<file path="src/rtl/clock_ctrl.sv">
// clock_ctrl: run/expire controller for an external up/down counter.
//
// A run starts from IDLE on start (without stop). It clears the counter for one cycle and
// then enables it until ctr_count reaches the latched target. It then pulses expired for one
// cycle and either restarts (repeat) or returns to IDLE. Between runs the counter value is held.
//
// Ports:
//   clk, rstb         clock; asynchronous active-low reset
//   start, stop       run request (IDLE only); abort request (any busy state)
//   pause             level; freezes counting while in RUN
//   dir, target,      run configuration, latched on an accepted start
//   repeat_en
//   ctr_count         current counter value
//   ctr_done          counter wrap flag
//   ctr_up0_dn1       latched direction to the counter
//   ctr_clear         counter clear command
//   ctr_enable        counter enable command
//   busy              high in any state other than IDLE
//   expired           one-cycle expiry pulse
//   expire_cnt        saturating count of expiries since the last start
//   wrapped           sticky, set when the counter wraps during RUN
//   state_o           IDLE=0, CLEAR=1, RUN=2, EXPIRE=3
module clock_ctrl #(
  parameter int unsigned CNT_W = 8
) (
  input  logic             clk,
  input  logic             rstb,
  input  logic             start,
  input  logic             stop,
  input  logic             pause,
  input  logic             dir,
  input  logic [CNT_W-1:0] target,
  input  logic             repeat_en,
  input  logic [CNT_W-1:0] ctr_count,
  input  logic             ctr_done,
  output logic             ctr_up0_dn1,
  output logic             ctr_clear,
  output logic             ctr_enable,
  output logic             busy,
  output logic             expired,
  output logic [7:0]       expire_cnt,
  output logic             wrapped,
  output logic [1:0]       state_o
);

  typedef enum logic [1:0] {
    StIdle   = 2'd0,
    StClear  = 2'd1,
    StRun    = 2'd2,
    StExpire = 2'd3
  } state_e;

  state_e           state_q, state_d;
  logic             dir_q, dir_d;
  logic [CNT_W-1:0] target_q, target_d;
  logic             repeat_q, repeat_d;
  logic [7:0]       expire_cnt_q, expire_cnt_d;
  logic             wrapped_q, wrapped_d;
  logic             hit;

  assign hit = (ctr_count == target_q);

  always_ff @(posedge clk or negedge rstb) begin
    if (!rstb) begin
      state_q      <= StIdle;
      dir_q        <= 1'b0;
      target_q     <= '0;
      repeat_q     <= 1'b0;
      expire_cnt_q <= 8'd0;
      wrapped_q    <= 1'b0;
    end else begin
      state_q      <= state_d;
      dir_q        <= dir_d;
      target_q     <= target_d;
      repeat_q     <= repeat_d;
      expire_cnt_q <= expire_cnt_d;
      wrapped_q    <= wrapped_d;
    end
  end

  always_comb begin
    state_d      = state_q;
    dir_d        = dir_q;
    target_d     = target_q;
    repeat_d     = repeat_q;
    expire_cnt_d = expire_cnt_q;
    wrapped_d    = wrapped_q;
    ctr_clear    = 1'b0;
    ctr_enable   = 1'b0;
    expired      = 1'b0;
    unique case (state_q)
      StIdle: begin
        // start together with stop is treated as no request
        if (start && !stop) begin
          dir_d        = dir;
          target_d     = target;
          repeat_d     = repeat_en;
          expire_cnt_d = 8'd0;
          wrapped_d    = 1'b0;
          state_d      = StClear;
        end
      end
      StClear: begin
        if (stop) begin
          state_d = StIdle;
        end else begin
          // clear has priority inside the counter; enable lets it take the clear this edge
          ctr_clear  = 1'b1;
          ctr_enable = 1'b1;
          state_d    = StRun;
        end
      end
      StRun: begin
        if (ctr_done) wrapped_d = 1'b1;
        if (stop) begin
          state_d = StIdle;
        end else begin
          // Mealy enable: drop it in the same cycle the target is reached so no overshoot
          ctr_enable = !hit && !pause;
          if (hit) state_d = StExpire;
        end
      end
      StExpire: begin
        if (stop) begin
          state_d = StIdle;
        end else begin
          expired = 1'b1;
          if (expire_cnt_q != 8'hFF) expire_cnt_d = expire_cnt_q + 8'd1;
          state_d = repeat_q ? StClear : StIdle;
        end
      end
      default: state_d = StIdle;
    endcase
  end

  assign ctr_up0_dn1 = dir_q;
  assign busy        = (state_q != StIdle);
  assign expire_cnt  = expire_cnt_q;
  assign wrapped     = wrapped_q;
  assign state_o     = state_q;

endmodule

</file>
<file path="config.mk">
export PLATFORM = sky130hd
export DESIGN_NAME = clock_ctrl
export DESIGN_NICKNAME = d
export VERILOG_FILES = /design/src/rtl/clock_ctrl.sv
export SDC_FILE = /design/constraint.sdc
export NUM_CORES = 1
export LEC_CHECK = 0
export CAP_MARGIN = 40
export CORE_AREA = 4 4 57 59
export DETAILED_ROUTE_END_ITERATION = 6
export DIE_AREA = 0 0 61 63
export PLACE_DENSITY = 0.77
export SETUP_SLACK_MARGIN = 0.4
export SLEW_MARGIN = 20
export SYNTH_ARGS = -nofsm -noshare
export SYNTH_HDL_FRONTEND = slang
export SYNTH_SLANG_ARGS = --single-unit
</file>
<file path="constraint.sdc">
create_clock -name clk -period 2.3 [get_ports clk]
set_clock_uncertainty 0.05 [all_clocks]
set_input_delay 0.23 -clock clk [delete_from_list [all_inputs] [get_ports clk]]
set_output_delay 0.23 -clock clk [all_outputs]
set_load 0.01 [all_outputs]
</file>
==> impl_metrics.csv <==
group,metric,value,unit
power_and_ir_drop,swShare,0.3569,
clock_network,cts_buffers,3,
clock_network,cts_tree,"done",
floorplan,die_h,63,um
clock_network,clkTransAtPathRegs,0.13,ns
yosys,synth_xor_area_frac,0.05761,
placed_design,gp_congestion,0.8254,
floorplan,dieArea,0.003843,mm^2
placed_design,place_hpwl,2.188,mm
yosys,ys_seq_elements,21,
timing,finalSetupViolCount,0,
yosys,syn_inst,119,
final_layout,diodes,0,
power_and_ir_drop,peakVddDrop,0.0006653,V
power_and_ir_drop,p_int,931.2,uW
power_and_ir_drop,comb_power_share,0.482,
flow_run,drv_cap,0,
yosys,synth_top_family_by_area,"simple AND/OR/NAND/NOR gates",
final_layout,final_cell_mix,"35 x clkdlybuf4s50_1, 21 x dfrtp_1, 14 x buf_4",
final_layout,final_common_cell,"clkdlybuf4s50_1",
clock_network,cts-root-buf,"clkbuf_4",
grt,grt_max_degree,22,
final_layout,layout-drive-gt1-share,0.1871,
final_layout,syn2layout_area_growth,47.43,%
route,vias,1098,
route,drt_wl_total,2.850,mm
floorplan,initial_core_util,0.4488,
setup_path,r2r_end,"expire_cnt[4]",
final_layout,fill_cells,226,
power_and_ir_drop,leakage,0.7808,nW
setup_path,r2r_cells,5,
yosys,synthFlopType,"dfrtp_1",
route,post_drt_wl_per_cell,14.11,um
final_layout,final_util,0.6616,
yosys,syn_avg_cell_area,10.22,um^2
floorplan,core-area,0.002710,mm^2
setup_path,worstPathRequired,2.02,ns
yosys,ys_warn_count,0,
timing,fmax,506.4,MHz
floorplan,rows,19,
clock_network,cts.sinks,21,
timing,worst_slew_pin_slew,0.3443,ns
setup_path,start_kind,"flip-flop",
setup_path,crit_chain,"xor2_1 -> nor4_1 -> buf_4 -> a2111oi_2 -> o21a_1 -> buf_2",
route,dr.pass1.iters,4,
clock_network,ctsHoldBuffers,0,
yosys,syn_nets,148,
yosys,synth_edf_count,0,
timing,finalHoldViolCount,0,
yosys,ys_types,33,
final_layout,fin_area,0.001793,mm^2
timing,whs,0.1990,ns
status,status,"complete, no violations",
power_and_ir_drop,cellPowerDensity,807.5,mW/mm^2
clock_network,insertion_delay,0.30,ns
setup_path,cp.arrival,1.69,ns
timing,grt_setup_unrepaired,"yes",
grt,track_usage,0.1642,
yosys,seq_area_frac_synth,0.4321,
yosys,synth_compound_area_frac,0.1142,
yosys,synthAdderAreaFrac,0.05144,
grt,grt_pass1_wl,4.988,mm
setup_path,path_class,"flip-flop to primary output",
clock_network,h-tree-depth,1,
route,viasPerCell,5.436,
placed_design,place_area,0.001657,mm^2
setup_path,crit_path_end_kind,"primary output",
grt,grt_pass1_vias,1139,
setup_path,reg2reg_from,"expire_cnt[1]",
route,drc,0,
route,antenna_left,0,
yosys,synthArstFlopShare,1.000,
power_and_ir_drop,seq_power_share,0.390,
grt,grt-ovfl-total,0,
final_layout,final_nets,201,
clock_network,clockBufferDepth,2,
yosys,synth-simple-area-share,0.1728,
grt,grt_antenna_before_repair,0,
setup_path,cpLargestDelayFamily,"flip-flops",
floorplan,pin_count,40,
floorplan,die_w,61,um
yosys,synthMuxAreaShare,0.1255,
timing,period_needed,1.975,ns
power_and_ir_drop,pwr-share-clk,0.128,
power_and_ir_drop,switchingPower,516.7,uW
route,drtIter0Drc,34,
min_path,holdCritPathClass,"input pin to asynchronous set/reset pin",
setup_path,max_stage_delay,0.41,ns
timing,slew_violations,0,
setup_path,cpMaxStageDelayCell,"dfrtp_1",
setup_path,r2r_slack,0.49,ns
setup_path,crit_buf_inv,2,
yosys,syn_area,0.001216,mm^2
timing,fin_crit_sh,0.8585,
setup_path,crit_fanout,2,
placed_design,portBuffers,39,
timing,maxSlewHeadroom,0.7702,
-- power groups by stage --
| stage | sequential, mW | clock, mW | combinational, mW |
|---|---|---|---|
| final | 0.565 | 0.185 | 0.698 |
| after global routing | 0.581 | 0.208 | 0.777 |
| after CTS | 0.565 | 0.194 | 0.677 |
| after detailed placement | 0.585 | 0 | 0.610 |
| after global placement | 0.580 | 0 | 0.594 |
| after floorplan | 0.579 | 0 | 0.350 |
-- through the flow --
step | TNS [ns] | power [mW] | setup slack, ns | cells
floorplan | 0 | 0.9292 | 0.5057 | 119
global placement | -0.08654 | 1.174 | -0.08654 | 189
detailed placement | -0.1215 | 1.195 | -0.1215 | 189
CTS | 0 | 1.436 | 0.2790 | 198
global route | 0 | 1.566 | 0.2410 | 202
finish | 0 | 1.448 | 0.3254 | 202
-- worst max path at each step --
stage,slack (ns),cells past startpoint,start,end
6_report,0.33,6,target_q[3],ctr_enable
5_1_grt,0.24,6,target_q[3],ctr_enable
4_1_cts,0.28,6,target_q[3],ctr_enable
3_5_place_dp,-0.12,7,ctr_count[4],ctr_enable
3_3_place_gp,-0.09,7,ctr_count[4],ctr_enable
2_1_floorplan,0.51,6,expire_cnt[0],expire_cnt[3]
-- flip-flops by register name, indices dropped and copies added (netlist names) --
signal / count
repeat_q: 1
ctr_up0_dn1: 1
expire_cnt: 8
target_q: 8
state_o: 2
wrapped: 1
-- worst reg2reg max path, cell delays in order (launching register included) --
cell,delay (ns)
dfrtp_1,0.42
ha_1,0.22
nand3_2,0.13
or3_4,0.47
and2_4,0.18
a32o_1,0.25
-- Yosys cell counts (all sizes together) (4+ instances only) --
master	number	area share
nand3	14	0.062
nor2	4	0.014
nand2	7	0.022
mux2	10	0.093
ha	5	0.051
buf	4	0.022
inv	6	0.019
dfrtp	21	0.43
mux2i	4	0.033
xor2	8	0.058
a32o	4	0.033
o21ai	5	0.021
nor3	4	0.016
-- timing repair --
item	CTS	global route
setup buffers	5	4
pin swaps	4	4
gates resized for setup	12	7
endpoints found under the setup margin	16	7
-- kinds of logic after synthesis --
group	after synthesis
flip-flops	21
adder cells (fa/ha/maj)	5
buffers and inverters	12
multiplexers	14
XOR/XNOR	8
AO/OA/AOI/OAI	19
AND/OR/NAND/NOR	40
-- layout make-up --
class                   count  area (um^2)  area share
clock buffers               3        22.52     0.01256
clock inverters             1        5.005    0.002791
inverters                   6        22.52     0.01256
multi-input cells          86        671.9      0.3747
flip-flops and latches     21        525.5      0.2931
well taps                  31        38.79     0.02163
repair buffers             54        506.7      0.2826
-- layer usage --
metal  GRT usage  wire length [um]  vias up
met2      0.2727              1500       39
met5           0                 0        -
met1      0.2134              1179      527
met3     0.03512               151        2
li1            -                 -      530
met4     0.03794                17        0
(Power assumes the default switching activity.)
